## src/rtl/mem_pkg.sv

```systemverilog
// Shared types and constants for the two-port data RAM arbiter.
// Included by every file in the mem_arbiter slice.
package mem_pkg;
  localparam int ADDR_W = 10;
  localparam int DATA_W = 16;

  typedef enum logic [1:0] {
    IDLE,
    A_OWN,
    B_OWN
  } arb_state_t;

  typedef enum logic {
    PORT_A = 1'b0,
    PORT_B = 1'b1
  } port_t;

  function automatic logic [15:0] sat_inc(
    input logic [15:0] v,
    input logic        en
  );
    return (en && v != 16'hFFFF) ? v + 16'd1 : v;
  endfunction
endpackage

```

## src/rtl/mem_arbiter_if.sv

```systemverilog
// Master/RAM bundle for mem_arbiter: two request ports plus RAM side.
// slave = arbiter view, master = requesters and RAM view.
interface mem_arbiter_if #(
  parameter int ADDR_W = mem_pkg::ADDR_W,
  parameter int DATA_W = mem_pkg::DATA_W
) ();
  logic              a_req;
  logic              a_we;
  logic              a_lock;
  logic [ADDR_W-1:0] a_addr;
  logic [DATA_W-1:0] a_wdata;
  logic              a_gnt;
  logic              a_rvalid;
  logic [DATA_W-1:0] a_rdata;
  logic              b_req;
  logic              b_we;
  logic              b_lock;
  logic [ADDR_W-1:0] b_addr;
  logic [DATA_W-1:0] b_wdata;
  logic              b_gnt;
  logic              b_rvalid;
  logic [DATA_W-1:0] b_rdata;
  logic              mem_we;
  logic [ADDR_W-1:0] mem_addr;
  logic [DATA_W-1:0] mem_din;
  logic [DATA_W-1:0] mem_dout;

  modport slave (
    input  a_req, a_we, a_lock, a_addr, a_wdata,
    output a_gnt, a_rvalid, a_rdata,
    input  b_req, b_we, b_lock, b_addr, b_wdata,
    output b_gnt, b_rvalid, b_rdata,
    output mem_we, mem_addr, mem_din,
    input  mem_dout
  );

  modport master (
    output a_req, a_we, a_lock, a_addr, a_wdata,
    input  a_gnt, a_rvalid, a_rdata,
    output b_req, b_we, b_lock, b_addr, b_wdata,
    input  b_gnt, b_rvalid, b_rdata,
    input  mem_we, mem_addr, mem_din,
    output mem_dout
  );
endinterface

```

## src/rtl/mem_arbiter_rr_pick.sv

```systemverilog
// Two-way round-robin picker: on a tie the port that did not win last
// time is chosen. Output is one-hot {b, a}.
module rr_pick
  import mem_pkg::*;
(
  input  logic       req_a,
  input  logic       req_b,
  input  port_t      last_gnt,
  output logic [1:0] gnt
);

  // one-hot grant from requests and previous winner
  always_comb begin
    gnt = 2'b00;
    unique case (1'b1)
      (req_a & req_b):
        gnt = (last_gnt == PORT_B) ? 2'b01 : 2'b10;
      (req_a & ~req_b): gnt = 2'b01;
      (~req_a & req_b): gnt = 2'b10;
      default:          gnt = 2'b00;
    endcase
  end

endmodule

```

## src/rtl/mem_arbiter.sv

```systemverilog
// Round-robin arbiter with short lock sharing one single-port RAM.
// Optional grant/conflict counters: define MEM_ARBITER_STATS_EN.
module mem_arbiter
  import mem_pkg::*;
#(
  parameter int ADDR_W   = mem_pkg::ADDR_W,
  parameter int DATA_W   = mem_pkg::DATA_W,
  parameter int LOCK_MAX = 4
) (
  input  logic        clk,
  input  logic        reset,
  mem_arbiter_if.slave bus
`ifdef MEM_ARBITER_STATS_EN
  ,
  output logic [15:0] a_gnt_cnt,
  output logic [15:0] b_gnt_cnt,
  output logic [15:0] conflict_cnt
`endif
);

  localparam logic [3:0] HOLD_LAST = 4'(LOCK_MAX - 1);

  arb_state_t state, state_nxt;
  port_t      last_gnt, last_nxt;
  logic [3:0] hold_cnt, hold_nxt;
  logic [1:0] pick;
  logic       a_g, b_g;
  logic       a_rv_q, b_rv_q;

  rr_pick u_pick (
    .req_a    (bus.a_req),
    .req_b    (bus.b_req),
    .last_gnt (last_gnt),
    .gnt      (pick)
  );

  // grant decision: picker when idle, owner only while locked
  always_comb begin
    a_g = 1'b0;
    b_g = 1'b0;
    if (!reset) begin
      unique case (state)
        IDLE:    {b_g, a_g} = pick;
        A_OWN:   a_g = bus.a_req;
        B_OWN:   b_g = bus.b_req;
        default: ;
      endcase
    end
  end

  // RAM command mux, parked at zero with no grant
  always_comb begin
    bus.mem_we   = 1'b0;
    bus.mem_addr = '0;
    bus.mem_din  = '0;
    unique case (1'b1)
      a_g: begin
        bus.mem_we   = bus.a_we;
        bus.mem_addr = bus.a_addr;
        bus.mem_din  = bus.a_wdata;
      end
      b_g: begin
        bus.mem_we   = bus.b_we;
        bus.mem_addr = bus.b_addr;
        bus.mem_din  = bus.b_wdata;
      end
      default: ;
    endcase
  end

  // ownership next-state, hold counter and last winner
  always_comb begin
    state_nxt = state;
    hold_nxt  = hold_cnt;
    last_nxt  = last_gnt;
    if (a_g) last_nxt = PORT_A;
    if (b_g) last_nxt = PORT_B;
    unique case (state)
      IDLE: begin
        hold_nxt = 4'd0;
        if (a_g && bus.a_lock)
          state_nxt = A_OWN;
        else if (b_g && bus.b_lock)
          state_nxt = B_OWN;
      end
      A_OWN: begin
        hold_nxt = hold_cnt + 4'd1;
        if (!bus.a_lock || hold_cnt == HOLD_LAST)
          state_nxt = IDLE;
      end
      B_OWN: begin
        hold_nxt = hold_cnt + 4'd1;
        if (!bus.b_lock || hold_cnt == HOLD_LAST)
          state_nxt = IDLE;
      end
      default: state_nxt = IDLE;
    endcase
  end

  // state registers and read-valid pipeline
  always_ff @(posedge clk) begin
    if (reset) begin
      state    <= IDLE;
      last_gnt <= PORT_B;
      hold_cnt <= 4'd0;
      a_rv_q   <= 1'b0;
      b_rv_q   <= 1'b0;
    end else begin
      state    <= state_nxt;
      last_gnt <= last_nxt;
      hold_cnt <= hold_nxt;
      a_rv_q   <= a_g & ~bus.a_we;
      b_rv_q   <= b_g & ~bus.b_we;
    end
  end

  assign bus.a_gnt    = a_g;
  assign bus.b_gnt    = b_g;
  assign bus.a_rvalid = a_rv_q & ~reset;
  assign bus.b_rvalid = b_rv_q & ~reset;
  assign bus.a_rdata  = bus.mem_dout;
  assign bus.b_rdata  = bus.mem_dout;

`ifdef MEM_ARBITER_STATS_EN
  // saturating grant and contention counters
  always_ff @(posedge clk) begin
    if (reset) begin
      a_gnt_cnt    <= 16'd0;
      b_gnt_cnt    <= 16'd0;
      conflict_cnt <= 16'd0;
    end else begin
      a_gnt_cnt    <= sat_inc(a_gnt_cnt, a_g);
      b_gnt_cnt    <= sat_inc(b_gnt_cnt, b_g);
      conflict_cnt <= sat_inc(conflict_cnt,
                              bus.a_req & bus.b_req);
    end
  end
`endif

endmodule

```

## src/flat_wrapper.sv

```systemverilog
// flat-port wrapper written by rule: the top's interface ports become plain ports
module mem_arbiter_flat import mem_pkg::*;
#(
  parameter int ADDR_W   = mem_pkg::ADDR_W,
  parameter int DATA_W   = mem_pkg::DATA_W,
  parameter int LOCK_MAX = 4
)
  (clk, reset, bus_a_req, bus_a_we, bus_a_lock, bus_a_addr, bus_a_wdata, bus_a_gnt, bus_a_rvalid, bus_a_rdata, bus_b_req, bus_b_we, bus_b_lock, bus_b_addr, bus_b_wdata, bus_b_gnt, bus_b_rvalid, bus_b_rdata, bus_mem_we, bus_mem_addr, bus_mem_din, bus_mem_dout);
  mem_arbiter_if #(.ADDR_W(ADDR_W), .DATA_W(DATA_W)) bus_i ();
  input  logic clk;
  input  logic reset;
  input wire logic [$bits(bus_i.a_req)-1:0] bus_a_req;
  input wire logic [$bits(bus_i.a_we)-1:0] bus_a_we;
  input wire logic [$bits(bus_i.a_lock)-1:0] bus_a_lock;
  input wire logic [$bits(bus_i.a_addr)-1:0] bus_a_addr;
  input wire logic [$bits(bus_i.a_wdata)-1:0] bus_a_wdata;
  output wire logic [$bits(bus_i.a_gnt)-1:0] bus_a_gnt;
  output wire logic [$bits(bus_i.a_rvalid)-1:0] bus_a_rvalid;
  output wire logic [$bits(bus_i.a_rdata)-1:0] bus_a_rdata;
  input wire logic [$bits(bus_i.b_req)-1:0] bus_b_req;
  input wire logic [$bits(bus_i.b_we)-1:0] bus_b_we;
  input wire logic [$bits(bus_i.b_lock)-1:0] bus_b_lock;
  input wire logic [$bits(bus_i.b_addr)-1:0] bus_b_addr;
  input wire logic [$bits(bus_i.b_wdata)-1:0] bus_b_wdata;
  output wire logic [$bits(bus_i.b_gnt)-1:0] bus_b_gnt;
  output wire logic [$bits(bus_i.b_rvalid)-1:0] bus_b_rvalid;
  output wire logic [$bits(bus_i.b_rdata)-1:0] bus_b_rdata;
  output wire logic [$bits(bus_i.mem_we)-1:0] bus_mem_we;
  output wire logic [$bits(bus_i.mem_addr)-1:0] bus_mem_addr;
  output wire logic [$bits(bus_i.mem_din)-1:0] bus_mem_din;
  input wire logic [$bits(bus_i.mem_dout)-1:0] bus_mem_dout;
  assign bus_i.a_req = bus_a_req;
  assign bus_i.a_we = bus_a_we;
  assign bus_i.a_lock = bus_a_lock;
  assign bus_i.a_addr = bus_a_addr;
  assign bus_i.a_wdata = bus_a_wdata;
  assign bus_a_gnt = bus_i.a_gnt;
  assign bus_a_rvalid = bus_i.a_rvalid;
  assign bus_a_rdata = bus_i.a_rdata;
  assign bus_i.b_req = bus_b_req;
  assign bus_i.b_we = bus_b_we;
  assign bus_i.b_lock = bus_b_lock;
  assign bus_i.b_addr = bus_b_addr;
  assign bus_i.b_wdata = bus_b_wdata;
  assign bus_b_gnt = bus_i.b_gnt;
  assign bus_b_rvalid = bus_i.b_rvalid;
  assign bus_b_rdata = bus_i.b_rdata;
  assign bus_mem_we = bus_i.mem_we;
  assign bus_mem_addr = bus_i.mem_addr;
  assign bus_mem_din = bus_i.mem_din;
  assign bus_i.mem_dout = bus_mem_dout;
  mem_arbiter #(.ADDR_W(ADDR_W), .DATA_W(DATA_W), .LOCK_MAX(LOCK_MAX)) u_core (.clk(clk), .reset(reset), .bus(bus_i));
endmodule
```

## config.mk

```make
export PLATFORM = sky130hd
export DESIGN_NAME = mem_arbiter_flat
export DESIGN_NICKNAME = d
export VERILOG_FILES = /design/src/rtl/mem_pkg.sv /design/src/rtl/mem_arbiter_if.sv /design/src/rtl/mem_arbiter_rr_pick.sv /design/src/rtl/mem_arbiter.sv /design/src/flat_wrapper.sv
export SDC_FILE = /design/constraint.sdc
export NUM_CORES = 1
export LEC_CHECK = 0
export BUFFER_PORTS_ARGS = -buffer_cell sky130_fd_sc_hd__buf_2
export CELL_PAD_IN_SITES_DETAIL_PLACEMENT = 0
export CELL_PAD_IN_SITES_GLOBAL_PLACEMENT = 2
export CORE_MARGIN = 4
export CORE_UTILIZATION = 12
export DETAILED_ROUTE_END_ITERATION = 8
export GPL_ROUTABILITY_DRIVEN = 0
export GPL_TIMING_DRIVEN = 0
export PLACE_DENSITY = 0.75
export SYNTH_ARGS = -nofsm -noshare
export SYNTH_HDL_FRONTEND = slang
export SYNTH_SLANG_ARGS = --single-unit
```

## constraint.sdc

```tcl
create_clock -name clk -period 1.8 [get_ports clk]
set_clock_uncertainty 0.05 [all_clocks]
set_input_delay 0.36 -clock clk [delete_from_list [all_inputs] [get_ports clk]]
set_output_delay 0.36 -clock clk [all_outputs]
set_load 0.03 [all_outputs]
```

======== Word level (Yosys, flattened, before mapping) ========
Cells that the tools add are included.
word-level totals
  RAM bits ................................ 0
  memories kept ........................... 0
  register bits after elaboration ......... 9
  latch bits .............................. 0
  word-level logic and storage cells ...... 50
  output and inout bits ................... 63
  bits in read-only memories .............. 0
operators by class
  magnitude comparators ................... 0
  equal/unequal tests ..................... 6
  bitwise operators ....................... 12
  multiply operators ...................... 0
  $add $sub $neg .......................... 1
  multiplexer cells ....................... 15
  reduce and logical (&&, ||, !) cells .... 11
  shift operators ......................... 0
  divide/modulo/power cells ............... 0
operators by type and width
  operator                                                                  count
  16-bit case mux with 2 select lines                                       1
  10-bit case mux with 2 select lines                                       1
  2-bit case mux with 3 select lines                                        2
  2-bit two-way mux                                                         5
  4-bit case mux with 2 select lines                                        1
  1-bit AND                                                                 7
  1-bit case mux with 2 select lines                                        3
  1-bit NOT                                                                 5
  4-bit by 1-bit adder with 4-bit output (second input constant)            1
  4-bit by 2-bit == test with 1-bit output (second input constant)          1
  2-bit by 1-bit inequality test with 1-bit output (second input constant)  2
  2-bit OR reduction                                                        2
  3-bit by 1-bit inequality test with 1-bit output (second input constant)  1
  3-bit AND reduction                                                       1
  2-bit by 1-bit == test with 1-bit output (second input constant)          1
  2-bit == test (second input constant)                                     1
  1-bit logical AND                                                         2
  1-bit logical NOT                                                         2
  2-bit logical NOT                                                         1
  1-bit logical OR                                                          2
  1-bit two-way mux                                                         2
  2-bit nonzero test                                                        1

======== Longest topological paths before layout ========
  word-level depth ........................ 9
  gate-level depth with buffers ........... 7

======== Cells and area by module ========
From an unflattened synthesis, not the netlist that was laid out.
second synthesis, totals
  cell total of the unflattened synthesis .. 128
  area, all modules ....................... 1,064.8 um^2
by module, submodules not included
  module       area each (um^2)  seq. area each (um^2)  cells an instance  instances
  mem_arbiter  1,046.0           180.2                  125                1
  rr_pick      18.8              0.0                    3                  1

======== Least setup slack after synthesis ========
OpenSTA, ideal clock, no wires.
  kind .................................... register to output
  start point ............................. register u_core.state[0]
  end point ............................... output port bus_mem_addr[0]
  cell stages (with the launch flop) ...... 7
  slack ................................... -0.371 ns
  arrival ................................. 1.761 ns
  cell sequence ........................... dfxtp_1 inv_1 ha_1 a21bo_2 a211oi_2 buf_2 a22o_1
between the ends
  cells in the longest elaborated chain, start to end .. 4
  elaborated cells between the ends (all ways) .. 8
  those cells by class .................... 2 x eq/ne; 5 x mux; 1 x reduce/logical
ends and longest elaborated chain
  what                                                       line                text
  from (decl)                                                mem_arbiter.sv:23   arb_state_t state, state_nxt;
  from (signal assigned)                                     mem_arbiter.sv:109  state <= state_nxt;
  2-bit == test / 2-bit logical NOT (equally long branches)  mem_arbiter.sv:42   unique case (state)
  1-bit case mux with 2 select lines *                       mem_arbiter.sv:42
  1-bit two-way mux *                                        mem_arbiter.sv:41   if (!reset) begin
  via bus_b_gnt                                              flat_wrapper.sv:25  output wire logic [$bits(bus_i.b_gnt)-1:0] bus_b_gnt;
  10-bit case mux with 2 select lines *                      mem_arbiter.sv:56   unique case (1'b1)
  to (decl)                                                  flat_wrapper.sv:29  output wire logic [$bits(bus_i.mem_addr)-1:0] bus_mem_addr;
The timed path passes the listed nets; every way through them passes the cells marked *.

======== Final worst setup path ========
  start point ............................. register u_core.state[0]
  end point ............................... output port bus_mem_din[8]
between the ends
  cells in the longest elaborated chain, start to end .. 4
  elaborated cells between the ends (all ways) .. 8
  those cells by class .................... 2 x eq/ne; 5 x mux; 1 x reduce/logical
ends and longest elaborated chain
  what                                   line                text
  2-bit == test (tied with other cells)  mem_arbiter.sv:42
  1-bit case mux with 2 select lines     mem_arbiter.sv:42
  1-bit two-way mux                      mem_arbiter.sv:41
  16-bit case mux with 2 select lines *  mem_arbiter.sv:56
  to (decl)                              flat_wrapper.sv:30  output wire logic [$bits(bus_i.mem_din)-1:0] bus_mem_din;
Every way passes the cells marked *; elsewhere a longest branch is shown, timed or not.

==> flow_metrics.env <==
export IMPL_status="finished, violations left"
export IMPL_violations="negative setup slack"
export IMPL_rsz0062_at_grt="yes"
export IMPL_cpMaxStageDelayCell="dfxtp_2"
export IMPL_yosysSeqAreaShare_pct=17.4
export IMPL_cts_buffers_inserted=3
export IMPL_synth_avg_cell_area_um2=8.29
export IMPL_route_detailed_drc=0
export IMPL_synth_most_common_cell="buf_4"
export IMPL_grt_pass1_wl_mm=6.84
export IMPL_seq_power_share_pct=16.6
export IMPL_path_max_fanout=5
export IMPL_wl_per_cell_um=12.1
export IMPL_swShare_pct=38.5
export IMPL_powerDensity_nw_per_um2=494
export IMPL_grt_usage_pct=8.32
export IMPL_dieArea_um2=10200
export IMPL_drt_iter0_drc=38
export IMPL_grt_max_degree=11
export IMPL_hold_class="primary input to register"
export IMPL_die_x_um=101
export IMPL_synth_ff_type="dfxtp_1"
export IMPL_synth_cell_types=26
export IMPL_ant_nets=0
export IMPL_slew_headroom_pct=64.4
export IMPL_slowest_delay_ps=350
export IMPL_worst_path_buf_inv=5
export IMPL_synth_area_um2=1040
export IMPL_start_util_pct=12.5
export IMPL_finalInstanceArea_um2=2630
export IMPL_fin_cells=370
export IMPL_cts_root_buf="clkbuf_8"
export IMPL_power_frac_clock_pct=18.7
export IMPL_end_kind="primary output"
export IMPL_fmax_mhz=448
export IMPL_path_common_cell="buf_6"
export IMPL_first_pass_iters=2
export IMPL_cpLargestDelayFamily="buffers and inverters"
export IMPL_grt_pass1_vias=1471
export IMPL_synth_edff_count=0
export IMPL_grt_overflow=0
export IMPL_critPathRequiredTime_ps=1390
export IMPL_fin_crit_ps=2230
export IMPL_hold_violations=0
export IMPL_antenna_cells=0
export IMPL_fin_crit_sh_pct=124
export IMPL_critPathArrivalTime_ps=1820
export IMPL_ir_drop_v=0.000178
export IMPL_fin_ws_ps=-432
export IMPL_crit_chain="inv_2 -> ha_4 -> buf_6 -> a21oi_4 -> nor3b_4 -> buf_6 -> clkbuf_16 -> a22o_4 -> buf_6"
export IMPL_cts_sinks=9
export IMPL_wirelength_mm=4.47
export IMPL_hold_buffers=0
export IMPL_dp_cells=352
export IMPL_synth_area_leader_cell="buf_4"
export IMPL_hpwlAfterDp_mm=3.55
export IMPL_syn_inst=125
export IMPL_setup_viol=29
export IMPL_ios=139
export IMPL_synth_top_area_share_pct=23.9
export IMPL_power_leakage_uw=0.00134
export IMPL_placed_cell_area_um2=2070
export IMPL_cts_tree="built"
export IMPL_io_buffers=122
export IMPL_clk_pin_slew_ps=50
export IMPL_synth_warnings=0
export IMPL_via_count=1461
export IMPL_critical_path_class="register to primary output"
export IMPL_power_uw=1300
export IMPL_postSynthNetCount=206
export IMPL_coreArea_um2=8300
export IMPL_fill_cells=865
export IMPL_synthTopCellsByArea="buf_4 (24%), a22o_1 (23%), dfxtp_1 (17%)"
export IMPL_drive_gt1_share_pct=84.5
export IMPL_nets=347
export IMPL_ys_top_cells_by_count="buf_4 (33), a22o_1 (27), dfxtp_1 (9)"
export IMPL_antenna_found_initial=0
export IMPL_final_setup_tns_ps=-11440
export IMPL_ys_ff_latch=9
export IMPL_cap_violations=0
export IMPL_viasPerCell=3.95
export IMPL_internal_power_uw=798
export IMPL_combPwrFrac_pct=64.8
export IMPL_crit_path_start_kind="register"
export IMPL_async_flop_share_pct=0
export IMPL_clkLatencyLatePin_ps=240
export IMPL_die_h_um=101
export IMPL_area_delta_synth_final_pct=153
export IMPL_cts_max_level=1
export IMPL_slew_violations=0
export IMPL_rows=33
export IMPL_worst_pin_slew_ps=535
export IMPL_cts_buffer_depth=2
export IMPL_power_net_switching_uw=499
placed cells by master (no fill, tap or decap), types with 2 or more instances in the layout:
cell type and instances:
a21oi_1 5, a22o_4 27, a22oi_1 2, buf_12 5, buf_16 2, buf_2 93
buf_4 38, buf_6 33, clkbuf_16 3, clkbuf_8 3, dfxtp_1 7, dfxtp_2 2
ha_2 2, ha_4 2, inv_1 2, inv_2 3, nand2_1 2, nor2_1 5
nor2b_1 6, nor3b_4 2, o21ai_0 3
metal layers:
layer / vias up / wire (um) / part of all wire (%) / global-route usage [%]
li1: 703 / - / - / -
met1: 670 / 1710 / 38 / 9.31
met2: 80 / 2240 / 50 / 15.4
met3: 8 / 443 / 9.9 / 1.87
met4: 0 / 78 / 1.7 / 2.76
met5: - / 0 / 0 / 0
sequential cells by signal (all words and copies together) (netlist names):
name	count
u_core.hold_cnt	4
u_core.state	2
u_core.a_rv_q	1
u_core.b_rv_q	1
u_core.last_gnt	1
stage by stage:
stage          util [%]  hold slack [ps]  worst slack, ps
3_3_place_gp       25.0              441             -481
2_1_floorplan         -              382            -73.9
6_report           31.6              262             -432
5_1_grt            31.6              257             -493
3_5_place_dp       25.0              451             -465
4_1_cts            30.3              261             -444
worst reg2reg max path, delay by kind of cell, from the launching register on:
family | cells | cell delay (ps)
AO/OA/AOI/OAI | 3 | 500
adder cells (fa/ha/maj) | 1 | 140
buffers and inverters | 4 | 530
flip-flops | 1 | 320
AND/OR/NAND/NOR | 1 | 120
final timing paths:
| check | slack, ps | cells after the start | endpoint | startpoint |
|---|---|---|---|---|
| worst min register to register | 460 | 2 | u_core.hold_cnt[0]$_SDFFE_PP0P_ | u_core.hold_cnt[0]$_SDFFE_PP0P_ |
| worst min-delay path | 260 | 2 | u_core.a_rv_q$_SDFF_PP0_ | bus_a_we |
| worst max-delay path | -430 | 9 | bus_mem_din[8] | u_core.state[0]$_SDFFE_PP0P_ |
| worst max register to register | 40 | 9 | u_core.state[1]$_SDFFE_PP0P_ | u_core.state[1]$_SDFFE_PP0P_ |
cells by family (layout without fill, tap and decap cells):
group           count (synthesis)  after routing  share of synthesized area, %
compound gates                 45             45                          34.7
fa+ha+maj                       5              5                          6.04
buf+inv                        44            184                          28.5
flops                           9              9                          17.4
simple gates                   22             22                          13.4
final cells by class:
| class | instances | area, um2 | area share [%] |
|---|---|---|---|
| well taps | 105 | 131 | 5.00 |
| clock inverters | 1 | 5.00 | 0.191 |
| clock buffers | 3 | 41.3 | 1.57 |
| plain buffers | 39 | 347 | 13.2 |
| flip-flops and latches | 9 | 183 | 6.96 |
| inverters | 5 | 18.8 | 0.715 |
| multi-input cells | 72 | 890 | 33.9 |
| repair buffers | 136 | 1010 | 38.5 |
timing repair:
action | CTS | global route
endpoints found under the hold margin | 0 | 0
pin swaps | 4 | 18
gates cloned | 2 | 3
gates resized for setup | 76 | 11
endpoints found under the setup margin | 31 | 31
buffers inserted | 10 | 1
power groups by stage:
stage	sequential [uW]	clock [uW]	combinational [uW]
6_report	215	242	840
2_1_floorplan	217	0	475
4_1_cts	214	251	818
5_1_grt	216	262	889
3_5_place_dp	219	0	662
3_3_place_gp	218	0	660
Power figures use the tool's default switching activity.
